`src/rtl/mips_mc_control.sv`:
```
`default_nettype none
// ============================================================================
// Module      : mips_mc_control
// Description : Multi-cycle control FSM for the MIPS core datapath. Steps each
//               instruction through fetch, decode, execute, memory and
//               writeback states. Drives datapath mux selects and write
//               enables, stalls on the shared-memory ready handshake, and
//               counts retired instructions.
// Ports       : clock, reset     - system clock, synchronous active-high reset
//               opcode           - IR[31:26], decoded in DECODE
//               zero             - ALU zero flag, qualifies the branch PC load
//               mem_ready        - memory completes the current request
//               mem_req/mem_write/iord          - memory request controls
//               ir_write/reg_write/pc_en        - write enables
//               reg_dst/mem_to_reg/alu_src_a/alu_src_b/alu_op/pc_src - selects
//               illegal_op       - one-cycle pulse on an undecodable opcode
//               state            - current state encoding (debug)
//               retired          - retired-instruction count, wraps
// Revision    : 1.0 - initial release
// ============================================================================
module mips_mc_control #(
    parameter int CNT_W = 32
) (
    input  logic             clock,
    input  logic             reset,
    input  logic [5:0]       opcode,
    input  logic             zero,
    input  logic             mem_ready,
    output logic             mem_req,
    output logic             mem_write,
    output logic             iord,
    output logic             ir_write,
    output logic             reg_write,
    output logic             reg_dst,
    output logic             mem_to_reg,
    output logic             alu_src_a,
    output logic [1:0]       alu_src_b,
    output logic [1:0]       alu_op,
    output logic [1:0]       pc_src,
    output logic             pc_en,
    output logic             illegal_op,
    output logic [3:0]       state,
    output logic [CNT_W-1:0] retired
);

    typedef enum logic [3:0] {
        S_FETCH  = 4'd0,
        S_DECODE = 4'd1,
        S_MEMADR = 4'd2,
        S_MEMRD  = 4'd3,
        S_MEMWB  = 4'd4,
        S_MEMWR  = 4'd5,
        S_EXEC   = 4'd6,
        S_ALUWB  = 4'd7,
        S_BRANCH = 4'd8,
        S_ADDIEX = 4'd9,
        S_ADDIWB = 4'd10,
        S_JUMP   = 4'd11
    } state_t;

    localparam logic [5:0] C_OP_RTYPE = 6'h00;
    localparam logic [5:0] C_OP_LW    = 6'h23;
    localparam logic [5:0] C_OP_SW    = 6'h2B;
    localparam logic [5:0] C_OP_BEQ   = 6'h04;
    localparam logic [5:0] C_OP_ADDI  = 6'h08;
    localparam logic [5:0] C_OP_J     = 6'h02;

    state_t           r_state;
    state_t           w_next_state;
    state_t           w_dec_state;
    logic [CNT_W-1:0] r_retired;
    logic             w_retire;

    logic             w_mem_req;
    logic             w_mem_write;
    logic             w_ir_write;
    logic             w_reg_write;
    logic             w_pc_en;
    logic             w_illegal;

    always_ff @(posedge clock) begin
        if (reset) begin
            r_state   <= S_FETCH;
            r_retired <= '0;
        end else begin
            r_state <= w_next_state;
            if (w_retire) begin
                r_retired <= r_retired + CNT_W'(1);
            end
        end
    end

    // While reset is held the outputs are decoded as if in FETCH, so a reset
    // arriving mid-instruction presents a quiet datapath in the same cycle.
    assign w_dec_state = reset ? S_FETCH : r_state;

    always_comb begin
        w_next_state = r_state;
        w_retire     = 1'b0;
        w_illegal    = 1'b0;

        case (r_state)
            S_FETCH:  w_next_state = mem_ready ? S_DECODE : S_FETCH;
            S_DECODE: begin
                case (opcode)
                    C_OP_RTYPE:      w_next_state = S_EXEC;
                    C_OP_LW,
                    C_OP_SW:         w_next_state = S_MEMADR;
                    C_OP_BEQ:        w_next_state = S_BRANCH;
                    C_OP_ADDI:       w_next_state = S_ADDIEX;
                    C_OP_J:          w_next_state = S_JUMP;
                    default: begin
                        w_next_state = S_FETCH;
                        w_illegal    = 1'b1;
                    end
                endcase
            end
            S_MEMADR: w_next_state = (opcode == C_OP_LW) ? S_MEMRD : S_MEMWR;
            S_MEMRD:  w_next_state = mem_ready ? S_MEMWB : S_MEMRD;
            S_MEMWB: begin
                w_next_state = S_FETCH;
                w_retire     = 1'b1;
            end
            S_MEMWR: begin
                w_next_state = mem_ready ? S_FETCH : S_MEMWR;
                w_retire     = mem_ready;
            end
            S_EXEC:   w_next_state = S_ALUWB;
            S_ALUWB: begin
                w_next_state = S_FETCH;
                w_retire     = 1'b1;
            end
            S_BRANCH: begin
                w_next_state = S_FETCH;
                w_retire     = 1'b1;
            end
            S_ADDIEX: w_next_state = S_ADDIWB;
            S_ADDIWB: begin
                w_next_state = S_FETCH;
                w_retire     = 1'b1;
            end
            S_JUMP: begin
                w_next_state = S_FETCH;
                w_retire     = 1'b1;
            end
            default:  w_next_state = S_FETCH;
        endcase
    end

    always_comb begin
        w_mem_req   = 1'b0;
        w_mem_write = 1'b0;
        iord        = 1'b0;
        w_ir_write  = 1'b0;
        w_reg_write = 1'b0;
        reg_dst     = 1'b0;
        mem_to_reg  = 1'b0;
        alu_src_a   = 1'b0;
        alu_src_b   = 2'b00;
        alu_op      = 2'b00;
        pc_src      = 2'b00;
        w_pc_en     = 1'b0;

        case (w_dec_state)
            S_FETCH: begin
                // PC+4 is computed every fetch cycle; only the ready cycle
                // commits it together with the IR load.
                w_mem_req  = 1'b1;
                alu_src_b  = 2'b01;
                w_ir_write = mem_ready;
                w_pc_en    = mem_ready;
            end
            S_DECODE: alu_src_b = 2'b11;
            S_MEMADR: begin
                alu_src_a = 1'b1;
                alu_src_b = 2'b10;
            end
            S_MEMRD: begin
                w_mem_req = 1'b1;
                iord      = 1'b1;
            end
            S_MEMWB: begin
                w_reg_write = 1'b1;
                mem_to_reg  = 1'b1;
            end
            S_MEMWR: begin
                w_mem_req   = 1'b1;
                w_mem_write = 1'b1;
                iord        = 1'b1;
            end
            S_EXEC: begin
                alu_src_a = 1'b1;
                alu_op    = 2'b10;
            end
            S_ALUWB: begin
                w_reg_write = 1'b1;
                reg_dst     = 1'b1;
            end
            S_BRANCH: begin
                alu_src_a = 1'b1;
                alu_op    = 2'b01;
                pc_src    = 2'b01;
                w_pc_en   = zero;
            end
            S_ADDIEX: begin
                alu_src_a = 1'b1;
                alu_src_b = 2'b10;
            end
            S_ADDIWB: w_reg_write = 1'b1;
            S_JUMP: begin
                pc_src  = 2'b10;
                w_pc_en = 1'b1;
            end
            default: ;
        endcase
    end

    assign mem_req    = w_mem_req   & ~reset;
    assign mem_write  = w_mem_write & ~reset;
    assign ir_write   = w_ir_write  & ~reset;
    assign reg_write  = w_reg_write & ~reset;
    assign pc_en      = w_pc_en     & ~reset;
    assign illegal_op = w_illegal   & ~reset;
    assign state      = r_state;
    assign retired    = r_retired;

endmodule
`default_nettype wire

```
`config.mk`:
```
export PLATFORM = sky130hd
export DESIGN_NAME = mips_mc_control
export DESIGN_NICKNAME = d
export VERILOG_FILES = /design/src/rtl/mips_mc_control.sv
export SDC_FILE = /design/constraint.sdc
export NUM_CORES = 1
export LEC_CHECK = 0
export BUFFER_PORTS_ARGS = -buffer_cell sky130_fd_sc_hd__buf_2
export CORE_MARGIN = 3
export CORE_UTILIZATION = 29
export DETAILED_ROUTE_END_ITERATION = 7
export GPL_TIMING_DRIVEN = 1
export PLACE_DENSITY = 0.46
export SLEW_MARGIN = 20
export SYNTH_ARGS = -nofsm -noshare
export SYNTH_HDL_FRONTEND = slang
export SYNTH_SLANG_ARGS = --single-unit
export TNS_END_PERCENT = 10
```
`constraint.sdc`:
```
create_clock -name clock -period 3.19 [get_ports clock]
set_input_delay 0.7975 -clock clock [delete_from_list [all_inputs] [get_ports clock]]
set_output_delay 0.7975 -clock clock [all_outputs]
set_load 0.01 [all_outputs]
```
* Yosys cells after proc, flatten, opt, wreduce, memory -nomap -nowiden
Index checks and enable logic that the tools add are counted.
** Word-level totals
- Flip-flop bits (word level) :: 36
- Bits in latches :: 0
- Memory bits (writable) :: 0
- ROM bits :: 0
- Bits of input ports :: 10
- Word-level logic and storage cells :: 70
- Memories :: 0
** Cells by class
- Add/subtract/negate cells :: 1
- $mul :: 0
- Div/mod/pow operators :: 0
- Order comparisons :: 0
- Eq/ne operators :: 27
- Shifts and indexed selects :: 0
- Multiplexer cells :: 22
- Bitwise gates (word level) :: 7
- Reductions and logical operators :: 11
** Operators with widths (count)
- $add 32x1->32 const B :: 1
- $eq 4x3->1 const B :: 8
- $eq 4x4->1 const B :: 8
- $pmux 4 s7 :: 1
- $pmux 4 s5 :: 1
- $eq 4x2->1 const B :: 4
- $eq 6x6->1 const B :: 2
- $mux 1 :: 11
- $mux 3 :: 3
- $eq 4x1->1 const B :: 2
- $logic_not 4->1 :: 2
- $pmux 2 s2 :: 2
- $and 1x1->1 :: 6
- $eq 6x2->1 const B :: 1
- $eq 6x3->1 const B :: 1
- $eq 6x4->1 const B :: 1
- $logic_not 6->1 :: 1
- $pmux 2 s3 :: 1
- $reduce_or 2->1 :: 3
- $reduce_or 3->1 :: 2
- $reduce_or 6->1 :: 1
- $reduce_or 5->1 :: 1
- $mux 4 :: 1
- $reduce_or 4->1 :: 1
- other kinds (3) :: 3

* Longest topological paths before layout
- Word-level depth :: 5
- Depth in mapped cells :: 7
- Depth with buffers taken out :: 6

* Worst setup path after synthesis
Ideal clock, no wire load.
- Path type :: input port to output port
- Start point :: input port reset
- End point :: output port pc_src[0]
- Data arrival time :: 1.871 ns
- Data required time :: 2.393 ns
- Path slack :: 0.522 ns
- Stages :: 4
- Buffers on the path :: 3
- Path through :: clkbuf_1 > clkbuf_1 > nor4_1 > buf_4
** On the way
- Cells in the longest elaborated chain, start to end :: 3
- Elaborated cells on any way between the ends :: 4
** RTL lines
- start: declaration :: line 25 : input logic reset,
- $mux 4 (*) :: line 95 : assign w_dec_state = reset ? S_FETCH : r_state;
- $eq 4x4->1 :: line 164 : case (w_dec_state)
- $pmux 2 s2 (*) :: line 164
- end: declaration :: line 39 : output logic [1:0] pc_src,
Mark *: on every way between the ends. The rest lies on a longest branch, timed or not.

* Final worst setup path
- Start point :: register r_state[0] (netlist: state[0])
- End point :: output port alu_src_b[1]
** On the way
- Cells in the longest elaborated chain, start to end :: 4
- Elaborated cells on any way between the ends :: 7
** RTL lines
- start: declaration :: line 68 : state_t r_state;
- start signal: assignment :: line 86 : r_state <= w_next_state;
- $mux 4 (*) :: line 95
- $eq 4x4->1 or $eq 4x2->1 (tied branches) :: line 164
- $reduce_or 2->1 (no line)
- $pmux 2 s3 (*) :: line 164
- end: declaration :: line 37 : output logic [1:0] alu_src_b,
Marks and branches as above.

==> flow_summary.rst <==
.. list-table::
   :header-rows: 1

   * - Metric
     - Value
   * - Number of vias per cell after detailed routing
     - ~5.0
   * - Worst slew pin tran
     - between 0.7 and 0.8 ns
   * - Xor/xnor cell area share of the yosys netlist
     - 0.07478
   * - Sequential group share of total power
     - 0.501
   * - Average wire per standard cell
     - 13.33 um
   * - Total number of clock tree sinks
     - 36
   * - Wire length of the first global-routing pass
     - approximately 9600 um
   * - Chip height
     - 91.27 um
   * - N_diodes
     - 0
   * - Average instance area after synthesis
     - 7.837 sq um
   * - Share of power burned in combinational logic
     - 0.063
   * - Most instantiated cells after synthesis
     - sky130_fd_sc_hd__dfxtp_1, sky130_fd_sc_hd__nor2_1, sky130_fd_sc_hd__a21oi_1
   * - CP Capture Type
     - primary output
   * - Placed wire-length estimate
     - between 4000 and 5000 um
   * - Largest cells by area after synthesis
     - sky130_fd_sc_hd__dfxtp_1, sky130_fd_sc_hd__xor2_1, sky130_fd_sc_hd__nor2_1
   * - Leakage power
     - 0.001050 uW
   * - Number of buffers inserted by port buffering
     - roughly 60
   * - Adder-cell share of the synthesized area
     - 0.005935
   * - Hold buffer count at cts
     - 0
   * - Global placer's final weighted congestion
     - 0.6951
   * - Post-detailed-routing wire length
     - 5614 um
   * - Setup violations, final
     - 0
   * - Crit path cell chain
     - nor2b_1, nor2_1, nor3_1, buf_2
   * - Total CTS buffers
     - 5
   * - Core area
     - 6907 sq um
   * - Maximum net fanout on the critical path
     - 17
   * - Fraction of synthesized area in multiplexers
     - 0.004748
   * - Final period util
     - 0.8611
   * - Max-cap violation count
     - 0
   * - Die Outline Area
     - between 8000 and 9000 sq um
   * - Antenna violations before repair
     - 0
   * - Critical-path top delay cell
     - sky130_fd_sc_hd__nor2b_1
   * - GR Util All Layers
     - 0.1381
   * - Total vias in the final route
     - 2108
   * - #FFs+latches synth
     - 36
   * - Setup_tns
     - 0 ns
   * - Number of buffers between clock root and the deepest sink
     - 2
   * - Fraction of layout cells with a size suffix above 1
     - 0.2523
   * - Distinct cell type count after synthesis
     - between 40 and 50
   * - Max VDD drop
     - approximately 0.15 mV
   * - Startpoint of the worst setup timing path
     - state[0]
   * - Tot Pwr
     - slightly above 900 uW
   * - Share of total power consumed by net switching
     - 0.2234
   * - Data arrival time of the worst path
     - between 1.5 and 2 ns
   * - Main combinational cell family by area after synthesis
     - simple AND/OR/NAND/NOR gates
   * - Compound-Gate Fraction of Synth Area
     - 0.1810
   * - Worst Hold Class
     - reg -> reg
   * - Switching pwr
     - roughly 200 uW
   * - Syn Inst Count
     - around 270
   * - CTS tree
     - yes
   * - Critical setup path kind
     - reg -> out
   * - Number of rows created at floorplan
     - 30
   * - Remaining max-slew budget at the tightest pin
     - 0.5093
   * - H-Tree Depth
     - 2
   * - Setup repair bufs after CTS
     - 0
   * - Main synth FF type
     - sky130_fd_sc_hd__dfxtp_1
   * - Starting DRT DRC Count
     - 140
   * - Power density over the cells
     - 349.6 nW/um^2
   * - Biggest area consumer among synthesized cells
     - sky130_fd_sc_hd__dfxtp_1
   * - Cells after DPL
     - between 400 and 500
   * - Post-detailed-route count of antenna-violating nets
     - 0
   * - Worst-case hold slack
     - between 0.4 and 0.5 ns
   * - Root Buffer Master
     - sky130_fd_sc_hd__clkbuf_8
   * - Final Instance Count excl. Fillers
     - 421
   * - Final-stage net count
     - between 300 and 400
   * - Count of pins over their slew limit
     - 0
   * - Die boundary width
     - ~91 um
   * - Cell-internal power
     - approximately 700 uW
   * - EDFF count, synth
     - 0
   * - Synthesized netlist net count
     - 280
   * - Remaining global-route overflow
     - 0
   * - Yosys Warn Count
     - 0
   * - Worst-Skew Late Latency
     - roughly 0.29 ns
   * - CTS-repair resized insts
     - 0
   * - Share of synthesized flip-flops with an asynchronous set or reset
     - 0
   * - Via count of the first global-routing pass
     - ~2000
   * - Maximum number of pins on one net before global-route repair
     - 30
   * - Upper clock frequency limit
     - between 300 and 400 MHz
   * - Status
     - complete, no violations
   * - Kind of start point of the critical path
     - flip-flop
   * - RSZ-0062 raised after global routing
     - false
   * - Post-Route Skew
     - 0.007147 ns
   * - Share of the synthesized area in the top cell type
     - 0.3418
   * - WP data required
     - roughly 2.4 ns
   * - Clock-pin transition on the worst setup and hold timing paths
     - around 0.08 ns
   * - Post-synthesis share of cell area spent on and, or, nand and nor gates
     - 0.3454
   * - DR DRC count
     - 0
   * - Filler cell count
     - ~790
   * - Number of hold violations in the final report
     - 0
   * - Sequential cell area fraction in the yosys report
     - 0.3418
   * - Starting Density
     - 0.3053
   * - Synthesized cell area
     - around 2100 sq um
   * - Startpoint of the lowest-slack hold path
     - retired[31]
   * - Total iterations of the first detailed-routing run
     - 4
   * - FF-to-FF Start
     - state[1]
   * - Count of pins on the block boundary
     - 62
   * - Layout overhead on the synthesized area
     - 22.97%
   * - Largest stage delay on the critical path
     - between 0.6 and 0.7 ns
   * - Final period demand of the worst path
     - 2.747 ns
   * - Library cell with the highest instance count after synthesis
     - sky130_fd_sc_hd__dfxtp_1
   * - Clock share of power
     - 0.436
## critical path, delay by kind of cell (launching register included)
| kind | cells | cell delay (ns) |
|---|---|---|
| buffers and inverters | 1 | 0.15 |
| AND/OR/NAND/NOR | 3 | 0.89 |
| flip-flops | 1 | 0.63 |
## registers in the layout, summed over array words and instances, names as in the netlist
| signal | cells |
|---|---|
| retired | 32 |
| state | 4 |
## worst paths after layout
check / endpoint / slack, ns / depth (start not counted)
max reg2reg: retired[29] / 0.72 / 5
max: alu_src_b[1] / 0.44 / 4
min reg2reg: retired[31] / 0.49 / 2
min: retired[31] / 0.49 / 2
## placed cells by master, fill, tap and decap left out, types with 5 or more instances in the layout
master / synthesis / final
sky130_fd_sc_hd__a21oi_1: 22 / 22
sky130_fd_sc_hd__buf_2: 3 / 61
sky130_fd_sc_hd__clkbuf_8: 0 / 5
sky130_fd_sc_hd__dfxtp_1: 36 / 36
sky130_fd_sc_hd__nand2_1: 19 / 19
sky130_fd_sc_hd__nand3_1: 12 / 12
sky130_fd_sc_hd__nand4_1: 14 / 14
sky130_fd_sc_hd__nor2_1: 33 / 33
sky130_fd_sc_hd__nor2b_1: 6 / 6
sky130_fd_sc_hd__nor3_1: 7 / 7
sky130_fd_sc_hd__nor4_1: 5 / 5
sky130_fd_sc_hd__o21ai_0: 16 / 16
sky130_fd_sc_hd__o31ai_1: 6 / 6
sky130_fd_sc_hd__or3_1: 10 / 10
sky130_fd_sc_hd__or4_1: 5 / 5
sky130_fd_sc_hd__xor2_1: 15 / 15
## cell families after synthesis
logic type      Yosys count
fa+ha+maj                 1
flops                    36
simple gates            130
buf+inv                  22
mux                       1
xor+xnor                 18
compound gates           61
## layout make-up
| class | instances | area [sq um] | area share |
|---|---|---|---|
| clock inverter | 2 | 35.03 | 0.01351 |
| tap | 96 | 120.1 | 0.04633 |
| sequential | 36 | 720.7 | 0.2780 |
| inverter | 5 | 18.77 | 0.007239 |
| timing repair buffer | 65 | 335.3 | 0.1293 |
| multi-input combinational | 211 | 1290 | 0.4976 |
| clock buffer | 6 | 72.57 | 0.02799 |
## routing by layer
metal  GRT usage  share of wire  vias to the layer above
met5           0              0                        -
met4     0.03894         0.0086                        0
met3     0.02900          0.038                        5
met2      0.2134           0.45                       43
met1      0.1933           0.50                      964
li1            -              -                     1096
## metrics by stage
| step | cell area [sq um] | utilization | setup WS (ns) |
|---|---|---|---|
| after global routing | 2592 | 0.3754 | 0.2267 |
| after detailed placement | 2485 | 0.3598 | 0.6105 |
| after floorplan | 2108 | - | 0.5217 |
| after global placement | 2485 | 0.3598 | 0.6923 |
| final | 2592 | 0.3754 | 0.4432 |
| after CTS | 2592 | 0.3754 | 0.4390 |
## power by group through the flow
stage          registers (uW)  clock network (uW)  logic [uW]
4_1_cts                   454                 412        57.9
3_3_place_gp              465                   0        58.0
2_1_floorplan             463                   0        37.7
3_5_place_dp              465                   0        57.7
5_1_grt                   455                 427        64.3
6_report                  455                 395        57.1
(Power assumes the default switching activity.)
